## src/rtl/dcache_ctrl_if.sv

```systemverilog
// ============================================================================
//  Module   : dcache_ctrl_if
//  Purpose  : Pipeline, cache-fill and data-memory signals of the D-cache controller.
//  Revision : 1.0
// ============================================================================
`default_nettype none

interface dcache_ctrl_if #(
  parameter int ADDR_WIDTH = 32,
  parameter int DATA_WIDTH = 32
);
  logic                  req_valid;
  logic                  req_write;
  logic [ADDR_WIDTH-1:0] req_addr;
  logic [DATA_WIDTH-1:0] req_wdata;
  logic                  hit;
  logic                  stall;
  logic                  mem_req;
  logic                  mem_we;
  logic [ADDR_WIDTH-1:0] mem_addr;
  logic [DATA_WIDTH-1:0] mem_wdata;
  logic                  mem_ready;
  logic [DATA_WIDTH-1:0] mem_rdata;
  logic                  fill_we;
  logic [ADDR_WIDTH-1:0] fill_addr;
  logic [DATA_WIDTH-1:0] fill_data;
  logic                  err;

  // Environment side: the pipeline, the cache tag logic and the data memory.
  modport master (
    output req_valid, req_write, req_addr, req_wdata, hit, mem_ready, mem_rdata,
    input  stall, mem_req, mem_we, mem_addr, mem_wdata, fill_we, fill_addr, fill_data, err
  );

  modport slave (
    input  req_valid, req_write, req_addr, req_wdata, hit, mem_ready, mem_rdata,
    output stall, mem_req, mem_we, mem_addr, mem_wdata, fill_we, fill_addr, fill_data, err
  );
endinterface

`default_nettype wire

```

## src/rtl/dcache_ctrl.sv

```systemverilog
// ============================================================================
//  Module   : dcache_ctrl
//  Purpose  : Miss/refill and write-through controller for the direct-mapped
//             D-cache; optional hit/miss counters under DCACHE_PERF_EN.
//  Revision : 1.0
// ============================================================================
`default_nettype none

module dcache_ctrl #(
  parameter int ADDR_WIDTH     = 32,
  parameter int DATA_WIDTH     = 32,
  parameter int TIMEOUT_CYCLES = 64,
  parameter int TO_WIDTH       = 7
) (
  input  logic         clk,
  input  logic         rst,
  dcache_ctrl_if.slave bus
`ifdef DCACHE_PERF_EN
  ,
  output logic [31:0]  hit_count,
  output logic [31:0]  miss_count
`endif
);

  typedef enum logic [2:0] {
    S_IDLE    = 3'd0,
    S_RD_WAIT = 3'd1,
    S_WR_WAIT = 3'd2,
    S_FILL    = 3'd3,
    S_ACK     = 3'd4
  } state_t;

  localparam logic [TO_WIDTH-1:0] c_TO_LIMIT = TO_WIDTH'(TIMEOUT_CYCLES);
  localparam logic [TO_WIDTH-1:0] c_TO_ONE   = TO_WIDTH'(1);

  state_t                r_state;
  logic                  r_mem_req;
  logic                  r_mem_we;
  logic [ADDR_WIDTH-1:0] r_mem_addr;
  logic [DATA_WIDTH-1:0] r_mem_wdata;
  logic                  r_fill_we;
  logic [ADDR_WIDTH-1:0] r_fill_addr;
  logic [DATA_WIDTH-1:0] r_fill_data;
  logic                  r_hit_l;
  logic                  r_err;
  logic [TO_WIDTH-1:0]   r_to_cnt;

  logic [ADDR_WIDTH-1:0] w_addr_aligned;
  logic [TO_WIDTH-1:0]   w_to_next;
  logic                  w_idle_start;
  logic                  w_idle_hit;
  logic                  w_in_wait;

  assign w_addr_aligned = bus.req_addr & ~ADDR_WIDTH'(3);
  assign w_to_next      = r_to_cnt + c_TO_ONE;
  assign w_in_wait      = (r_state == S_RD_WAIT) || (r_state == S_WR_WAIT);
  assign w_idle_start   = (r_state == S_IDLE) && bus.req_valid && (bus.req_write || !bus.hit);
  assign w_idle_hit     = (r_state == S_IDLE) && bus.req_valid && !bus.req_write && bus.hit;

  // The miss is flagged in its detect cycle, before the FSM has left IDLE.
  assign bus.stall     = w_idle_start || w_in_wait || (r_state == S_FILL);
  assign bus.mem_req   = r_mem_req;
  assign bus.mem_we    = r_mem_we;
  assign bus.mem_addr  = r_mem_addr;
  assign bus.mem_wdata = r_mem_wdata;
  assign bus.fill_we   = r_fill_we;
  assign bus.fill_addr = r_fill_addr;
  assign bus.fill_data = r_fill_data;
  assign bus.err       = r_err;

  always_ff @(posedge clk or negedge rst) begin
    if (!rst) begin
      r_state     <= S_IDLE;
      r_mem_req   <= 1'b0;
      r_mem_we    <= 1'b0;
      r_mem_addr  <= '0;
      r_mem_wdata <= '0;
      r_fill_we   <= 1'b0;
      r_fill_addr <= '0;
      r_fill_data <= '0;
      r_hit_l     <= 1'b0;
      r_err       <= 1'b0;
      r_to_cnt    <= '0;
    end else begin
      r_fill_we <= 1'b0;
      case (r_state)
        S_IDLE: begin
          if (bus.req_valid && bus.req_write) begin
            r_mem_addr  <= w_addr_aligned;
            r_mem_wdata <= bus.req_wdata;
            r_hit_l     <= bus.hit;
            r_mem_req   <= 1'b1;
            r_mem_we    <= 1'b1;
            r_to_cnt    <= '0;
            r_state     <= S_WR_WAIT;
          end else if (bus.req_valid && !bus.hit) begin
            r_mem_addr  <= w_addr_aligned;
            r_mem_req   <= 1'b1;
            r_mem_we    <= 1'b0;
            r_to_cnt    <= '0;
            r_state     <= S_RD_WAIT;
          end
        end

        S_RD_WAIT, S_WR_WAIT: begin
          // Completion takes priority over a timeout reached in the same cycle.
          if (bus.mem_ready) begin
            r_mem_req <= 1'b0;
            r_mem_we  <= 1'b0;
            if (r_state == S_RD_WAIT) begin
              r_fill_data <= bus.mem_rdata;
              r_fill_addr <= r_mem_addr;
              r_fill_we   <= 1'b1;
              r_state     <= S_FILL;
            end else if (r_hit_l) begin
              r_fill_data <= r_mem_wdata;
              r_fill_addr <= r_mem_addr;
              r_fill_we   <= 1'b1;
              r_state     <= S_FILL;
            end else begin
              r_state     <= S_ACK;
            end
          end else if (w_to_next == c_TO_LIMIT) begin
            r_mem_req <= 1'b0;
            r_mem_we  <= 1'b0;
            r_err     <= 1'b1;
            r_to_cnt  <= w_to_next;
            r_state   <= S_ACK;
          end else begin
            r_to_cnt  <= w_to_next;
          end
        end

        S_FILL:  r_state <= S_ACK;
        S_ACK:   r_state <= S_IDLE;
        default: r_state <= S_IDLE;
      endcase
    end
  end

`ifdef DCACHE_PERF_EN
  logic [31:0] r_hit_count;
  logic [31:0] r_miss_count;

  // Only IDLE cycles count, so the retiring ACK-cycle hit after a refill is excluded.
  always_ff @(posedge clk or negedge rst) begin
    if (!rst) begin
      r_hit_count  <= '0;
      r_miss_count <= '0;
    end else begin
      if (w_idle_hit && (r_hit_count != 32'hFFFF_FFFF)) begin
        r_hit_count <= r_hit_count + 32'd1;
      end
      if (w_idle_start && !bus.req_write && (r_miss_count != 32'hFFFF_FFFF)) begin
        r_miss_count <= r_miss_count + 32'd1;
      end
    end
  end

  assign hit_count  = r_hit_count;
  assign miss_count = r_miss_count;
`endif

endmodule

`default_nettype wire

```

## src/flat_wrapper.sv

```systemverilog
// flat-port wrapper written by rule: the top's interface ports become plain ports
module dcache_ctrl_flat 
#(
  parameter int ADDR_WIDTH     = 32,
  parameter int DATA_WIDTH     = 32,
  parameter int TIMEOUT_CYCLES = 64,
  parameter int TO_WIDTH       = 7
)
  (clk, rst, bus_req_valid, bus_req_write, bus_req_addr, bus_req_wdata, bus_hit, bus_mem_ready, bus_mem_rdata, bus_stall, bus_mem_req, bus_mem_we, bus_mem_addr, bus_mem_wdata, bus_fill_we, bus_fill_addr, bus_fill_data, bus_err);
  dcache_ctrl_if #(.ADDR_WIDTH(ADDR_WIDTH), .DATA_WIDTH(DATA_WIDTH)) bus_i ();
  input  logic clk;
  input  logic rst;
  input wire logic [$bits(bus_i.req_valid)-1:0] bus_req_valid;
  input wire logic [$bits(bus_i.req_write)-1:0] bus_req_write;
  input wire logic [$bits(bus_i.req_addr)-1:0] bus_req_addr;
  input wire logic [$bits(bus_i.req_wdata)-1:0] bus_req_wdata;
  input wire logic [$bits(bus_i.hit)-1:0] bus_hit;
  input wire logic [$bits(bus_i.mem_ready)-1:0] bus_mem_ready;
  input wire logic [$bits(bus_i.mem_rdata)-1:0] bus_mem_rdata;
  output wire logic [$bits(bus_i.stall)-1:0] bus_stall;
  output wire logic [$bits(bus_i.mem_req)-1:0] bus_mem_req;
  output wire logic [$bits(bus_i.mem_we)-1:0] bus_mem_we;
  output wire logic [$bits(bus_i.mem_addr)-1:0] bus_mem_addr;
  output wire logic [$bits(bus_i.mem_wdata)-1:0] bus_mem_wdata;
  output wire logic [$bits(bus_i.fill_we)-1:0] bus_fill_we;
  output wire logic [$bits(bus_i.fill_addr)-1:0] bus_fill_addr;
  output wire logic [$bits(bus_i.fill_data)-1:0] bus_fill_data;
  output wire logic [$bits(bus_i.err)-1:0] bus_err;
  assign bus_i.req_valid = bus_req_valid;
  assign bus_i.req_write = bus_req_write;
  assign bus_i.req_addr = bus_req_addr;
  assign bus_i.req_wdata = bus_req_wdata;
  assign bus_i.hit = bus_hit;
  assign bus_i.mem_ready = bus_mem_ready;
  assign bus_i.mem_rdata = bus_mem_rdata;
  assign bus_stall = bus_i.stall;
  assign bus_mem_req = bus_i.mem_req;
  assign bus_mem_we = bus_i.mem_we;
  assign bus_mem_addr = bus_i.mem_addr;
  assign bus_mem_wdata = bus_i.mem_wdata;
  assign bus_fill_we = bus_i.fill_we;
  assign bus_fill_addr = bus_i.fill_addr;
  assign bus_fill_data = bus_i.fill_data;
  assign bus_err = bus_i.err;
  dcache_ctrl #(.ADDR_WIDTH(ADDR_WIDTH), .DATA_WIDTH(DATA_WIDTH), .TIMEOUT_CYCLES(TIMEOUT_CYCLES), .TO_WIDTH(TO_WIDTH)) u_core (.clk(clk), .rst(rst), .bus(bus_i));
endmodule
```

## config.mk

```make
export PLATFORM = sky130hd
export DESIGN_NAME = dcache_ctrl_flat
export DESIGN_NICKNAME = d
export VERILOG_FILES = /design/src/rtl/dcache_ctrl_if.sv /design/src/rtl/dcache_ctrl.sv /design/src/flat_wrapper.sv
export SDC_FILE = /design/constraint.sdc
export NUM_CORES = 1
export LEC_CHECK = 0
export BUFFER_PORTS_ARGS = -buffer_cell sky130_fd_sc_hd__buf_2
export CAP_MARGIN = 30
export CELL_PAD_IN_SITES_DETAIL_PLACEMENT = 0
export CELL_PAD_IN_SITES_GLOBAL_PLACEMENT = 2
export CORE_UTILIZATION = 32
export CTS_CLUSTER_SIZE = 14
export DETAILED_ROUTE_END_ITERATION = 6
export PLACE_DENSITY_LB_ADDON = 0.2
export SLEW_MARGIN = 20
export SYNTH_ARGS = -nofsm -noshare
export SYNTH_HDL_FRONTEND = slang
export SYNTH_SLANG_ARGS = --single-unit
```

## constraint.sdc

```tcl
create_clock -name clk -period 4.3 [get_ports clk]
set_clock_uncertainty 0.05 [all_clocks]
set_input_delay 0.43 -clock clk [delete_from_list [all_inputs] [get_ports clk]]
set_output_delay 0.43 -clock clk [all_outputs]
set_load 0.02 [all_outputs]
```

==> results.json, run 1 <==
{
  "drc_errors": 0,
  "tightest_slew_ns": 0.872,
  "antenna_found_initial": 0,
  "finalCritPeriodShare_pct": 54.6,
  "layout_commonest_cell": "buf_2",
  "async_flop_share_pct": 100,
  "io_buffers": 228,
  "p_switching_mw": 2.67,
  "setup_tns_ns": 0,
  "core_area_sq_um": 17500,
  "clock_path_buffers": 2,
  "die_y_um": 137,
  "wirelength_um": 14700,
  "yosysTopAreaCell": "dfrtp_1",
  "pwr-share-clk_pct": 22.8,
  "setup_violations": 0,
  "vias_per_cell": 4.56,
  "synth_top_cell_area_share_pct": 60.0,
  "drv_slew": 0,
  "initial_core_util_pct": 33.2,
  "dp_hpwl_um": 10400,
  "final_cell_mix": "227 x buf_2, 139 x dfrtp_1, 98 x nand2_1",
  "drtPass1Iterations": 4,
  "register_area_sq_um": 3480,
  "critPathKind": "flip-flop to flip-flop",
  "cap_violations": 0,
  "wl_per_cell_um": 15.5,
  "ant_nets": 0,
  "clock_latency_ns": 0.41,
  "p_int_mw": 3.91,
  "rows": 48,
  "p_leak_nw": 3.92,
  "cts.repair.resized": 0,
  "status": "complete, but fails checks",
  "dp.cells": 915,
  "drive_gt1_share_pct": 38.0,
  "cp.buffers_inverters": 1,
  "tritoncts": "built",
  "seqPwrFrac_pct": 35.2,
  "postCtsSetupBuffers": 0,
  "finalCriticalPeriod_ns": 2.35,
  "pre_cts_ws_ns": 1.89,
  "io_pins": 235,
  "power_density_nw_per_um2": 852,
  "grt_pass1_vias": 4305,
  "diodes": 0,
  "syn_inst": 483,
  "hold_viol_final": 10,
  "synth-edff-count": 0,
  "crit_path_max_fanout": 21,
  "die-width_um": 137,
  "cts_buffers": 17,
  "cts_root_buf": "clkbuf_16",
  "grt_pass1_wl_um": 22300,
  "multiInputGateArea_sq_um": 2130,
  "cp_data_arrival_time_ns": 2.57,
  "netlist_area_sq_um": 5800,
  "path_cells": "nand2b_1, nor2_4, buf_4, mux2i_1, a21oi_1",
  "fmax_ghz": 0.426,
  "synth_flop_cell": "dfrtp_1",
  "grt-ovfl-total": 0,
  "grt_usage_pct": 16.1,
  "crit_path_start_kind": "flip-flop",
  "nNetsFinal": 813,
  "slew_headroom_pct": 41.7,
  "end_kind": "flip-flop",
  "peakVddDrop_v": 0.000334,
  "yosys_warnings": 0,
  "p_comb_share_pct": 42.0,
  "instances_no_fill": 948,
  "clk_pin_slew_ns": 0.06,
  "grt_setup_unrepaired": "no",
  "whs_ns": -0.0211,
  "synth_cell_types": 42,
  "hold_class": "primary input to async pin",
  "area_growth_pct": 33.1,
  "htreeDepth": 4,
  "fin_ws_ns": 1.95,
  "synth_area_per_cell_sq_um": 12.0,
  "fillers": 1714,
  "p_sw_share_pct": 40.6,
  "synth.yosys.seq_area_share_pct": 60.0,
  "cp_top_family": "simple AND/OR/NAND/NOR gates",
  "drt_first_iter_violations": 193,
  "grt_max_degree": 77,
  "p_total_mw": 6.58,
  "vias": 4325,
  "yosys-top-cells-area": "dfrtp_1 60%, mux2_1 12%, nand2_1 6.3%, mux2i_1 5.9%, a21oi_1 2.9%",
  "gp_congestion": 0.759,
  "failed_checks": "hold timing",
  "crit_slowest_cell": "nor2_4",
  "cp_slowest_stage_delay_ns": 0.70,
  "crit_required_ns": 4.52,
  "cts_sinks": 139,
  "ctsHoldBuffers": 0,
  "dieArea_sq_um": 18700,
  "synth_seq_cells": 139
}
metrics by stage:
step | hold slack [ns] | instance area (sq um) | util [%]
after global routing | 0.0257 | 7720 | 44.2
after global placement | 0.405 | 7090 | 40.5
after floorplan | 0.0844 | 5810 | -
final | -0.0211 | 7720 | 44.2
after detailed placement | 0.411 | 7090 | 40.5
after CTS | 0.00212 | 7700 | 44.1
flip-flops by register name, summed over array words and instances, names as in the netlist:
name and flops:
u_core.bus.fill_data 32, u_core.bus.err 1, u_core.r_state 3, u_core.r_to_cnt 7, u_core.bus.fill_addr 30, u_core.bus.mem_addr 30, u_core.bus.mem_wdata 32, u_core.r_hit_l 1
u_core.bus.fill_we 1, u_core.bus.mem_we 1, u_core.bus.mem_req 1
power groups by stage:
stage	registers, mW	clock network (mW)	logic [mW]
after detailed placement	2.34	0	2.81
after floorplan	3.00	0	1.17
final	2.31	1.50	2.76
after global placement	2.31	0	2.77
after global routing	2.40	1.61	3.02
after CTS	2.32	1.55	2.82
per-layer routing:
metal | up-vias | wire, um | track usage (%)
met1 | 2073 | 6190 | 19.5
li1 | 2087 | - | -
met5 | - | 0 | 0
met3 | 13 | 1140 | 4.70
met4 | 0 | 202 | 6.85
met2 | 152 | 7180 | 26.5
Yosys cell counts (2+ instances only):
| master | n |
|---|---|
| dfrtp_1 | 139 |
| nand2_1 | 98 |
| mux2_1 | 64 |
| nor2_1 | 36 |
| a21oi_1 | 34 |
| mux2i_1 | 34 |
| buf_2 | 9 |
| buf_4 | 8 |
| clkbuf_1 | 8 |
| nand2b_1 | 6 |
| nand3_1 | 6 |
| a22o_1 | 4 |
| and3_1 | 3 |
| a31oi_1 | 2 |
| and2_1 | 2 |
| buf_8 | 2 |
| clkbuf_4 | 2 |
| xor2_1 | 2 |
final timing paths:
check | slack, ns | cells after the start | endpoint | startpoint
max in group asynchronous | 3.27 | 2 | u_core.bus.mem_addr[4] | rst
min | -0.02 | 1 | u_core.bus.fill_data[1] | rst
max reg2reg | 1.95 | 5 | u_core.bus.fill_data[11] | u_core.r_state[1]
max | 1.95 | 5 | u_core.bus.fill_data[11] | u_core.r_state[1]
min in group clk | 0.15 | 3 | u_core.bus.mem_addr[13] | bus_req_addr[13]
min reg2reg | 0.43 | 1 | u_core.bus.err | u_core.bus.err
cell type report:
cell class,instances,share of cell area [%]
clock buffer,21,6.09
timing repair buffer,236,15.8
tap,225,3.65
clock inverter,11,1.85
sequential,139,45.1
multi-input combinational,316,27.5
worst reg2reg max path, stage by stage, from the launching register on:
cell and delay (ns):
dfrtp_1 0.47, nand2b_1 0.27, nor2_4 0.70, buf_4 0.39
mux2i_1 0.24, a21oi_1 0.09
cell families after synthesis:
group           count (synthesis)  synth area share (%)
simple gates                  159                  11.5
flops                         139                  60.0
mux                            99                  18.7
compound gates                 50                  5.39
buf+inv                        31                  3.65
xor+xnor                        3                 0.453
fa+ha+maj                       1                 0.216
other cells                     1                0.0647
(Power assumes the default switching activity.)
==> inputs of run 2 (changes only) <==
--- a/config.mk
+++ b/config.mk
@@ -9,7 +9,7 @@
 export CAP_MARGIN = 30
 export CELL_PAD_IN_SITES_DETAIL_PLACEMENT = 0
 export CELL_PAD_IN_SITES_GLOBAL_PLACEMENT = 2
-export CORE_UTILIZATION = 32
+export CORE_UTILIZATION = 27
 export CTS_CLUSTER_SIZE = 14
 export DETAILED_ROUTE_END_ITERATION = 6
 export PLACE_DENSITY_LB_ADDON = 0.2
==> constraint.sdc (replaced) <==
create_clock -name clk -period 1.9 [get_ports clk]
set_clock_uncertainty 0.05 [all_clocks]
set_input_delay 0.19 -clock clk [delete_from_list [all_inputs] [get_ports clk]]
set_output_delay 0.19 -clock clk [all_outputs]
set_load 0.02 [all_outputs]
==> results.json, run 2 (synthesis results as in run 1) <==
{
  "status": "finished clean",
  "dieArea_sq_um": 22100,
  "antenna_found_initial": 1,
  "rows": 53,
  "initial_core_util_pct": 27.6,
  "p_switching_mw": 6.17,
  "finish.utilization_pct": 40.8,
  "peakVddDrop_v": 0.000725,
  "setup_tns_ns": 0,
  "drt_first_iter_violations": 97,
  "cts_buffers": 17,
  "cts_root_buf": "clkbuf_16",
  "met1_length_um": 7030,
  "cp_data_arrival_time_ns": 2.06,
  "grt-ovfl-total": 0,
  "p_sw_share_pct": 40.0,
  "grt_pass1_vias": 4805,
  "wirelength_um": 15400,
  "fillers": 2066,
  "dpl_cell_area_sq_um": 7300,
  "dp_hpwl_um": 10600,
  "tritoncts": "built",
  "die-width_um": 149,
  "cap_violations": 0,
  "p_leak_nw": 4.25,
  "vias_per_cell": 4.31,
  "setup_violations": 0,
  "finalCriticalPeriod_ns": 1.82,
  "finalInstanceArea_sq_um": 8590,
  "clock_latency_ns": 0.41,
  "io_buffers": 228,
  "vias": 4609,
  "fin_ws_ns": 0.0817,
  "fmax_ghz": 0.550,
  "postCtsSetupBuffers": 0,
  "pwr-share-clk_pct": 23.6,
  "drv_slew": 0,
  "crit_path_start_kind": "flip-flop",
  "p_comb_share_pct": 42.4,
  "io_pins": 235,
  "layout_commonest_cell": "buf_2",
  "core_area_sq_um": 21000,
  "multiInputGateArea_sq_um": 2130,
  "crit_path_max_fanout": 5,
  "final_cell_mix": "227 x buf_2, 139 x dfrtp_1, 98 x nand2_1",
  "hold_class": "primary input to flip-flop",
  "end_kind": "flip-flop",
  "finalCritPeriodShare_pct": 95.7,
  "ant_nets": 0,
  "grt_max_degree": 58,
  "crit_required_ns": 2.15,
  "drtPass1Iterations": 4,
  "area_growth_pct": 48.1,
  "topRoutingLayerUsed": "met4",
  "clock_path_buffers": 2,
  "die_y_um": 149,
  "power_density_nw_per_um2": 1800,
  "htreeDepth": 4,
  "drive_gt1_share_pct": 35.6,
  "p_total_mw": 15.4,
  "critPathKind": "flip-flop to flip-flop",
  "grt_setup_unrepaired": "no",
  "grt_pass1_wl_um": 25100,
  "cts_sinks": 139,
  "seqPwrFrac_pct": 34.0,
  "grt_usage_pct": 14.6,
  "wl_met3_um": 1110,
  "drc_errors": 0,
  "clk_pin_slew_ns": 0.06,
  "p_int_mw": 9.26,
  "pre_cts_ws_ns": 0.102,
  "hold_viol_final": 0,
  "register_area_sq_um": 3480,
  "nNetsFinal": 884,
  "gp_congestion": 0.730,
  "wl_met2_um": 7090,
  "wl_per_cell_um": 14.4
}
## run 2: metal layers
| metal | global-route usage [%] | vias up |
|---|---|---|
| li1 | - | 2238 |
| met1 | 18.4 | 2190 |
| met2 | 23.3 | 168 |
| met3 | 4.82 | 13 |
| met4 | 5.15 | 0 |
| met5 | 0 | - |
## run 2: power groups by stage
stage	combinational [mW]	clock, mW	sequential, mW
after floorplan	2.65	0	6.78
after global placement	6.54	0	5.23
after detailed placement	6.57	0	5.30
after CTS	6.68	3.77	5.26
after global routing	7.19	3.90	5.46
final	6.55	3.64	5.24
## run 2: metrics by stage
stage | hold slack (ns) | cells
after global placement | 0.0993 | 973
after detailed placement | 0.104 | 973
after floorplan | -0.156 | 486
after global routing | 0.0276 | 1068
after CTS | 0.0102 | 1068
final | 0.0282 | 1069
## run 2: worst paths after layout
check,start,to,slack (ns),cells after the start
hold / removal,bus_mem_rdata[25],u_core.bus.fill_data[25],0.03,3
setup / recovery,u_core.r_to_cnt[5],u_core.r_state[1],0.08,4
min in group asynchronous,rst,u_core.bus.mem_wdata[1],0.22,2
setup reg to reg,u_core.r_to_cnt[5],u_core.r_state[1],0.08,4
hold reg to reg,u_core.bus.err,u_core.bus.err,0.42,1
max in group asynchronous,rst,u_core.bus.fill_data[20],0.92,3
## run 2: cell type report
class                           count  area share, %
Antenna cell                        1         0.0291
Clock buffer                       18           5.00
Clock inverter                     13           2.52
Multi-Input combinational cell    316           24.8
Sequential cell                   139           40.5
Tap cell                          275           4.01
Timing Repair Buffer              307           23.2
## run 2: repair_timing
item	in CTS	in global routing
endpoints found under the setup margin	0	2
endpoints found under the hold margin	105	0
gates resized for setup	0	1
hold buffers	64	0
## run 2: worst max-delay path, stage by stage, from the launching register on
cell	delay, ns
dfrtp_1	0.44
or4b_4	0.52
mux2i_4	0.20
a31oi_1	0.18
a211o_1	0.32
==> inputs of run 3 (changes only) <==
--- a/config.mk
+++ b/config.mk
@@ -13,6 +13,7 @@
 export CTS_CLUSTER_SIZE = 14
 export DETAILED_ROUTE_END_ITERATION = 6
 export PLACE_DENSITY_LB_ADDON = 0.2
+export RECOVER_POWER = 25
 export SLEW_MARGIN = 20
 export SYNTH_ARGS = -nofsm -noshare
 export SYNTH_HDL_FRONTEND = slang
==> results.json, run 3 (synthesis results as in run 1) <==
{
  "status": "finished clean",
  "crit_path_max_fanout": 5,
  "die_y_um": 149,
  "initial_core_util_pct": 27.6,
  "p_leak_nw": 4.25,
  "end_kind": "flip-flop",
  "area_growth_pct": 47.8,
  "grt_setup_unrepaired": "no",
  "tritoncts": "built",
  "dp_hpwl_um": 10600,
  "startpoint": "u_core.r_to_cnt[5]",
  "ant_nets": 0,
  "clock_path_buffers": 2,
  "cap_violations": 0,
  "critPathKind": "flip-flop to flip-flop",
  "drv_slew": 0,
  "vias": 4613,
  "crit_slowest_cell": "or4b_4",
  "gp_congestion": 0.730,
  "dp.cells": 973,
  "core_area_sq_um": 21000,
  "htreeDepth": 4,
  "setup_violations": 0,
  "postCtsSetupBuffers": 0,
  "drt_first_iter_violations": 97,
  "hold_viol_final": 0,
  "wirelength_um": 15400,
  "clock_latency_ns": 0.41,
  "cts_sinks": 139,
  "drive_gt1_share_pct": 35.6,
  "dieArea_sq_um": 22100,
  "finalCriticalPeriod_ns": 1.82,
  "wl_per_cell_um": 14.4,
  "whs_ns": 0.0282,
  "cp_slowest_stage_delay_ns": 0.52,
  "grt_pass1_vias": 4805,
  "r2r_start": "u_core.r_to_cnt[5]",
  "finish.utilization_pct": 40.8,
  "fmax_ghz": 0.550,
  "cts_buffers": 17,
  "io_buffers": 228,
  "crit_required_ns": 2.15,
  "slew_headroom_pct": 23.1,
  "hold_class": "primary input to flip-flop",
  "instances_no_fill": 1069,
  "die-width_um": 149,
  "cp_data_arrival_time_ns": 2.06,
  "cts_root_buf": "clkbuf_16",
  "grt_max_degree": 58,
  "grt-ovfl-total": 0,
  "finalCritPeriodShare_pct": 95.7,
  "worstHoldStart": "bus_mem_rdata[25]",
  "layout_commonest_cell": "buf_2",
  "crit_path_start_kind": "flip-flop",
  "tightest_slew_ns": 1.15,
  "grt_usage_pct": 14.6,
  "antenna_found_initial": 1,
  "io_pins": 235,
  "peakVddDrop_v": 0.000725,
  "nNetsFinal": 884,
  "p_total_mw": 15.4,
  "clk_pin_slew_ns": 0.06,
  "rows": 53,
  "drtPass1Iterations": 4,
  "grt_pass1_wl_um": 25100,
  "final_cell_mix": "227 x buf_2, 139 x dfrtp_1, 98 x nand2_1",
  "setup_tns_ns": 0,
  "drc_errors": 0,
  "vias_per_cell": 4.32,
  "power_density_nw_per_um2": 1800,
  "path_cells": "or4b_4, mux2i_4, a31oi_1, a211o_1"
}
## run 3: cell count changes in the layout (fill, tap and decap cells not counted), sizes merged
| cell | delta |
|---|---|
| buf | -1 |
| clkbuf | +1 |
## run 3: power by group
part           switching (mW)  internal [mW]  leakage (nW)
Clock                    1.30           2.34         0.304
Sequential              0.885           4.36          1.69
Combinational            3.98           2.56          2.26
## run 3: through the flow
stage	area [sq um]	worst slack, ns
2_1_floorplan	5810	0.167
3_3_place_gp	7300	0.153
3_5_place_dp	7300	0.102
4_1_cts	8580	0.0898
5_1_grt	8570	0.00308
6_report	8570	0.0816
## run 3: worst max-delay path: cells and delay by family, from the launching register on
family	cells	cell delay [ns]
flip-flops	1	0.44
multiplexers	1	0.20
AO/OA/AOI/OAI	2	0.50
AND/OR/NAND/NOR	1	0.52
## run 3: timing repair
action	in CTS	in global routing
resized for setup	0	1
endpoints found under the setup margin	0	2
hold buffers	64	0
hold endpoints to repair	105	0
## run 3: worst paths after layout
kind | cells past startpoint | slack [ns] | endpoint
setup / recovery | 4 | 0.08 | u_core.r_state[1]
hold reg to reg | 1 | 0.42 | u_core.bus.err
hold / removal | 3 | 0.03 | u_core.bus.fill_data[25]
setup reg to reg | 4 | 0.08 | u_core.r_state[1]
max in group asynchronous | 3 | 0.31 | u_core.bus.mem_addr[17]
min in group asynchronous | 2 | 0.49 | u_core.bus.mem_wdata[1]
## run 3: layer usage
layer  GRT usage (%)  up-vias  share of wire, %  wire [um]
met5               0        -                 0          0
met4            5.15        0               1.1        175
met3            4.82       13               7.3       1120
met2            23.3      171                46       7090
met1            18.4     2191                46       7030
li1                -     2238                 -          -
## run 3: cell type report
cell class / instances / area (sq um)
multi-input cells: 316 / 2130
clock inverters: 13 / 216
clock buffers: 18 / 429
repair buffers: 307 / 1970
flip-flops and latches: 139 / 3480
fillers: 2069 / 12500
well taps: 275 / 344
diodes: 1 / 2.50
